==> config.mk <==
export PLATFORM = sky130hd
export DESIGN_NAME = branch_predict_cu
export DESIGN_NICKNAME = d
export VERILOG_FILES = /design/src/rtl/branch_predict_cu.sv
export SDC_FILE = /design/constraint.sdc
export NUM_CORES = 1
export LEC_CHECK = 0
export CAP_MARGIN = 20
export CORE_MARGIN = 2
export CORE_UTILIZATION = 45
export DETAILED_ROUTE_END_ITERATION = 6
export PLACE_DENSITY = 0.68
export SLEW_MARGIN = 40
export SYNTH_ARGS = -nofsm -noshare
export SYNTH_HDL_FRONTEND = slang
export SYNTH_SLANG_ARGS = --single-unit
==> constraint.sdc <==
create_clock -name clk -period 4.3 [get_ports clk]
set_input_delay 0.645 -clock clk [delete_from_list [all_inputs] [get_ports clk]]
set_output_delay 0.645 -clock clk [all_outputs]
set_load 0.02 [all_outputs]
==> src/rtl/branch_predict_cu.sv <==
// Branch resolution and bimodal prediction for the pipelined RV32 core: resolves
// conditional branches in EX, trains a table of saturating counters, keeps statistics.

module branch_predict_cu_chk (
    input  logic       clk,
    input  logic       rst_n,
    input  logic [1:0] branch_sel,
    input  logic       mispredict
);

    // A branch can never be taken and a jump at the same time
    a_sel_onehot: assert property (@(posedge clk) disable iff (!rst_n)
        !(branch_sel[0] && branch_sel[1]));

    // Jumps never flush as a misprediction
    a_jump_no_mispredict: assert property (@(posedge clk) disable iff (!rst_n)
        !(mispredict && branch_sel[1]));

endmodule

module branch_predict_cu #(
    parameter int unsigned XLEN        = 32'd32,
    parameter int unsigned BHT_ENTRIES = 32'd64,
    parameter int unsigned CTR_WIDTH   = 32'd2,
    parameter int unsigned INIT_CTR    = 32'd1,
    parameter int unsigned STAT_WIDTH  = 32'd16
) (
    input  logic                  clk,
    input  logic                  rst_n,
    input  logic [XLEN-1:0]       if_pc,
    output logic                  if_pred_taken,
    input  logic                  ex_valid,
    input  logic                  ex_branch,
    input  logic                  ex_jump,
    input  logic [2:0]            ex_func3,
    input  logic [XLEN-1:0]       ex_pc,
    input  logic                  ex_pred_taken,
    input  logic                  ex_zf,
    input  logic                  ex_cf,
    input  logic                  ex_sf,
    input  logic                  ex_vf,
    output logic [1:0]            branch_sel,
    output logic                  mispredict,
    input  logic                  stat_clr,
    output logic [STAT_WIDTH-1:0] branch_cnt,
    output logic [STAT_WIDTH-1:0] mispredict_cnt
);

    localparam int unsigned IDX_W = $clog2(BHT_ENTRIES);
    localparam logic [CTR_WIDTH-1:0]  CTR_MAX_C  = {CTR_WIDTH{1'b1}};
    localparam logic [CTR_WIDTH-1:0]  CTR_ZERO_C = {CTR_WIDTH{1'b0}};
    localparam logic [CTR_WIDTH-1:0]  CTR_INIT_C = CTR_WIDTH'(INIT_CTR);
    localparam logic [STAT_WIDTH-1:0] STAT_MAX_C  = {STAT_WIDTH{1'b1}};
    localparam logic [STAT_WIDTH-1:0] STAT_ZERO_C = {STAT_WIDTH{1'b0}};

    // Two-way saturating step of a history counter
    function automatic logic [CTR_WIDTH-1:0] ctr_step(input logic [CTR_WIDTH-1:0] ctr,
                                                      input logic taken);
        logic [CTR_WIDTH-1:0] res;
        if (taken) begin
            if (ctr == CTR_MAX_C) res = ctr;
            else                  res = ctr + CTR_WIDTH'(1'b1);
        end else begin
            if (ctr == CTR_ZERO_C) res = ctr;
            else                   res = ctr - CTR_WIDTH'(1'b1);
        end
        return res;
    endfunction

    // Statistics counters stick at all-ones instead of wrapping
    function automatic logic [STAT_WIDTH-1:0] stat_inc(input logic [STAT_WIDTH-1:0] cnt);
        logic [STAT_WIDTH-1:0] res;
        if (cnt == STAT_MAX_C) res = cnt;
        else                   res = cnt + STAT_WIDTH'(1'b1);
        return res;
    endfunction

    logic [CTR_WIDTH-1:0]  bht_r [BHT_ENTRIES];
    logic [IDX_W-1:0]      if_idx_s;
    logic [IDX_W-1:0]      ex_idx_s;
    logic                  cond_s;
    logic                  resolve_s;
    logic                  mispredict_s;
    logic [CTR_WIDTH-1:0]  bht_next_s;
    logic [STAT_WIDTH-1:0] branch_cnt_r;
    logic [STAT_WIDTH-1:0] mispredict_cnt_r;
    logic                  unused_pc_bits_s;

    assign if_idx_s = if_pc[IDX_W+1:2];
    assign ex_idx_s = ex_pc[IDX_W+1:2];
    // Word-offset and aliased upper PC bits do not take part in indexing
    assign unused_pc_bits_s = ^{if_pc[XLEN-1:IDX_W+2], if_pc[1:0],
                                ex_pc[XLEN-1:IDX_W+2], ex_pc[1:0]};

    // Branch condition decode from func3 and ALU flags
    always_comb begin
        cond_s = 1'b0;
        case (ex_func3)
            3'd0:    cond_s = ex_zf;
            3'd1:    cond_s = ~ex_zf;
            3'd4:    cond_s = ex_sf ^ ex_vf;
            3'd5:    cond_s = ~(ex_sf ^ ex_vf);
            3'd6:    cond_s = ~ex_cf;
            3'd7:    cond_s = ex_cf;
            default: cond_s = 1'b0;
        endcase
    end

    // Resolution, outputs to the pipeline and the trained counter value
    always_comb begin
        resolve_s     = ex_valid & ex_branch & ~ex_jump;
        mispredict_s  = resolve_s & (cond_s ^ ex_pred_taken);
        bht_next_s    = ctr_step(bht_r[ex_idx_s], cond_s);
        branch_sel    = {ex_valid & ex_jump, resolve_s & cond_s};
        mispredict    = mispredict_s;
        if_pred_taken = bht_r[if_idx_s][CTR_WIDTH-1];
    end

    // History table: fetch reads the pre-update value, there is no bypass
    always_ff @(posedge clk or negedge rst_n) begin
        if (!rst_n) begin
            for (int i = 32'sd0; i < int'(BHT_ENTRIES); i++) begin
                bht_r[i] <= CTR_INIT_C;
            end
        end else if (resolve_s) begin
            bht_r[ex_idx_s] <= bht_next_s;
        end
    end

    // Statistics; clear wins over a same-cycle increment
    always_ff @(posedge clk or negedge rst_n) begin
        if (!rst_n) begin
            branch_cnt_r     <= STAT_ZERO_C;
            mispredict_cnt_r <= STAT_ZERO_C;
        end else if (stat_clr) begin
            branch_cnt_r     <= STAT_ZERO_C;
            mispredict_cnt_r <= STAT_ZERO_C;
        end else if (resolve_s) begin
            branch_cnt_r <= stat_inc(branch_cnt_r);
            if (mispredict_s) begin
                mispredict_cnt_r <= stat_inc(mispredict_cnt_r);
            end
        end
    end

    assign branch_cnt     = branch_cnt_r;
    assign mispredict_cnt = mispredict_cnt_r;

    branch_predict_cu_chk u_chk (
        .clk        (clk),
        .rst_n      (rst_n),
        .branch_sel (branch_sel),
        .mispredict (mispredict)
    );

endmodule

After elaboration in Yosys (flattened, before gate mapping)
Index checks and enable logic that the tools add are counted.

Bitwise gates (word level): 13. Order comparisons: 3. Multiplexer cells: 20. Reductions and logical operators: 7. Add/sub/neg operators: 4. Equal/unequal tests: 10.

Operator list (count): 128-bit bitwise mux (1); 16-bit two-way mux (7); 16-bit by 1-bit adder with 16-bit output (second input constant) (2); 16-bit == test (second input constant) (2); 2-bit binary-select mux with 6-bit select (2); 2-bit two-way mux (8); 7-bit greater-or-equal comparator (second input constant) (2); 6-bit inverter with 7-bit output (2); 2-bit demux with 6-bit select (1); 3-bit == test (second input constant) (4); 7-bit by 1-bit less-than comparator with 1-bit output (second input constant) (1); 1-bit case mux with 6 select lines (1); 1-bit bitwise AND (5); 2-bit != test (second input constant) (2); 1-bit inverter (4); 2-bit nonzero test (2); 3-bit by 1-bit == test with 1-bit output (second input constant) (1); 3-bit zero test (1); 3-bit AND reduction (1); 2-bit by 1-bit adder with 2-bit output (second input constant) (1); 2-bit == test (second input constant) (1); 2-bit zero test (1); 2-bit AND reduction (1); 2-bit by 1-bit subtractor with 2-bit output (second input constant) (1); 2 further kinds (3).

Output and inout bits: 36. Logic and storage cells: 123. Input bits: 78. Flip-flop bits (word level): 160.

Logic depth before layout (Yosys ltp)
Depth after elaboration: 8. Depth in mapped cells: 12. Depth with buffers taken out: 8.

Worst setup path after synthesis
No wires, ideal clock.

Kind: input-to-output. Start: input port if_pc[2]. End: output port if_pred_taken. Data arrival time: 3126 ps. Slack: 529 ps. Stages on the path: 5. Path buffers: 2. Cell sequence: clkbuf_1 buf_1 mux4_2 mux4_2 mux4_2.

Cells in the longest elaborated chain, start to end: 4.

RTL lines: start, declared (RTL line 30) `input logic [XLEN-1:0] if_pc,`; 6-bit inverter with 7-bit output (not written as such) (RTL line 116) `if_pred_taken = bht_r[if_idx_s][CTR_WIDTH-1];`; 2-bit binary-select mux with 6-bit select (RTL line 116); 2-bit two-way mux (not written as such) (2 in series) (RTL line 116); end, declared (RTL line 31) `output logic if_pred_taken,`.

Every way passes these cells. The select of a mux whose other input is x is not followed.

Worst setup path after layout
Same ends and word-level chain as after synthesis.

==> metrics <==
status finished, final reports clean; Setup Crit Path Kind primary input to output port; maximum VDD drop 0.000273 V; drt pass-1 iters 5; worst slew pin tran approximately 0.83 ns; clock slew seen by the registers of the worst setup and hold paths 0.07 ns; Slew Viols, Final 0; Yosys warnings 0; Fin Hold WS 0.140 ns; largest net degree at the start of global routing around 110; CTS resizes 0; main combinational cell family by area after synthesis simple AND/OR/NAND/NOR gates; DP HPWL 15,000 um; Area Growth Syn to Fin 17.4%; Post-synth EDFFs 0; Setup-failing EPs final 0; data required time at the worst endpoint 3.65 ns; Synth Flop Type dfrtp_1; row cnt 49; Max-cap violations 0; crit start category primary input; CTS tree yes; mapped cell area 8360 um^2; ant diodes 0; register area 4080 um^2; Initial DRC Count 569; Final Power 3.71 mW; Root Driver clkbuf_16; initial cell density of the core 0.462; multi-input combinational cell area about 4000 um^2; FILL cells approximately 1.6k; Cells after Synth about 850; Die W roughly 140 um; PortBufs 61; htree depth 4; vias in the first global route 6,618; core region area 18,100 um^2; asr flop ratio synth 1.00; vias per cell roughly 6.0; Pwr Density between 300 and 400 nW/um^2; die height approximately 140 um; Ports about 110; CP max FO 16; die area just under 20,000 um^2; post-synth cell types 55; area share of fa/ha/maj cells after synthesis 0.00554; setup bufs post-CTS 0; max_slew headroom 0.442; # hold bufs at CTS 0; DRC 0; Overall Global Routing Usage 0.237; area share of and/or/nand/nor cells after synthesis 0.172; Routed WL 22,500 um; Clock Skew 0.00948 ns; period utilisation layout 0.952; crit end category output port; R2R depth 8; CTS Buf Count 17; Sink Count 160; crit path from if_pc[2]; latest clock arrival within the worst-skew pair between 0.4 and 0.5 ns; Fin. Hold Viols 0; Syn Nets 932; setup repair after global routing missed its margin no; register area share after synthesis 0.488; vias post-DR ~6.8k; Synth Area per Inst around 10 um^2; post-synthesis xor/xnor area fraction 0.0353; GRT overflow 0; share of cells above drive strength 1 0.185; global-route wire length before repair around 36,000 um; reg-to-reg critical path endpoint bht_r[56]$_DFFE_PN1P_; DRT antenna net count 0; Synth Register Bits 160; setup TNS 0 ns; antenna violations before repair 0; clock buffer depth 2; Worst Hold Class primary input to asynchronous set/reset pin; Peak Freq between 0.2 and 0.25 GHz; reg2reg setup slack between 1 and 1.5 ns; Reg-to-Reg Start bht_r[50]$_DFFE_PN1P_; routability congestion estimate from global placement 0.929; Final Critical Period a little over 4 ns; compound-gate portion of the synthesized area 0.139; CP arrival around 3.5 ns; LEAKAGE 3.95 nW; fraction of synthesized area in multiplexers 0.124; Wirelength per Cell a little under 20 um; fin nets just under 1k
metal layers:
metal  wire length [um]  track usage
met1               9930        0.331
met2               9960        0.353
met3               2050       0.0715
met4                596       0.0840
met5                  0            0
synthesized netlist by cell type, types with 4 or more instances:
cell,instances,share of area
mux4_2,33,0.089
nor2b_1,5,0.0037
a21oi_1,124,0.074
xnor2_1,8,0.0084
xor2_1,23,0.024
mux2i_1,23,0.028
or2_2,4,0.0030
inv_1,8,0.0036
and2_1,10,0.0075
nor2_1,196,0.088
buf_1,10,0.0045
mux2_2,5,0.0067
o22ai_1,11,0.0082
nand2_1,56,0.025
o21ai_0,15,0.0090
and3_1,7,0.0052
nor4_1,5,0.0037
a221o_1,7,0.0084
dfrtp_1,96,0.29
and4_1,6,0.0063
dfstp_2,64,0.20
nand3_1,12,0.0072
buf_2,17,0.010
nand4_1,15,0.011
clkbuf_1,22,0.0099
a31oi_1,21,0.016
buf_6,4,0.0054
nand2b_1,4,0.0030
placed cells by master, fill, tap and decap left out, drive strengths merged, types with 15 or more instances in the layout:
master           n
a21oi          124
a31oi           21
buf             24
clkbuf          18
clkdlybuf4s50   58
dfrtp           96
dfstp           64
mux2i           23
mux4            33
nand2           56
nand4           15
nor2           196
o21ai           15
xor2            23
registers in the layout, indices dropped and copies added, names as in the netlist:
register,count
bht_r,128
branch_cnt,16
mispredict_cnt,16
report_power, final:
part           switching [mW]  total, mW  internal (mW)
clock                   0.658       1.54          0.878
combinational           0.272      0.466          0.194
sequential             0.0674       1.70           1.64
stage by stage:
stage           util  std cells  area (um^2)  setup slack [ns]
2_1_floorplan      -        852         8360             0.529
3_5_place_dp   0.508       1108         9190             0.206
4_1_cts        0.541       1140         9790             0.204
5_1_grt        0.543       1141         9820             0.142
6_report       0.543       1141         9820             0.207
3_3_place_gp   0.508       1108         9180             0.209
worst max-delay path by stage:
stage	endpoint	slack [ns]
final	if_pred_taken	0.21
after CTS	if_pred_taken	0.20
after global placement	if_pred_taken	0.21
after detailed placement	if_pred_taken	0.21
after global routing	if_pred_taken	0.14
after floorplan	if_pred_taken	0.53
kinds of logic (layout without fill, tap and decap cells):
logic type	count (synthesis)	in the layout
xor+xnor	32	32
mux	62	62
simple gates	330	330
compound gates	201	201
fa+ha+maj	4	4
buf+inv	63	123
flops	160	160
layout make-up:
cell class,instances,area share
repair buffers,82,0.0836
multi-input cells,629,0.407
clock inverters,14,0.0159
inverters,9,0.00344
clock buffers,18,0.0447
flip-flops and latches,160,0.416
well taps,229,0.0292
critical path: stages:
cell and delay (ns):
clkdlybuf4s50_1 0.50, buf_12 0.20, mux4_2 0.53, mux4_2 0.54, mux4_2 0.47, clkdlybuf4s50_1 0.55
No activity file was read; power rests on OpenSTA's default activity.
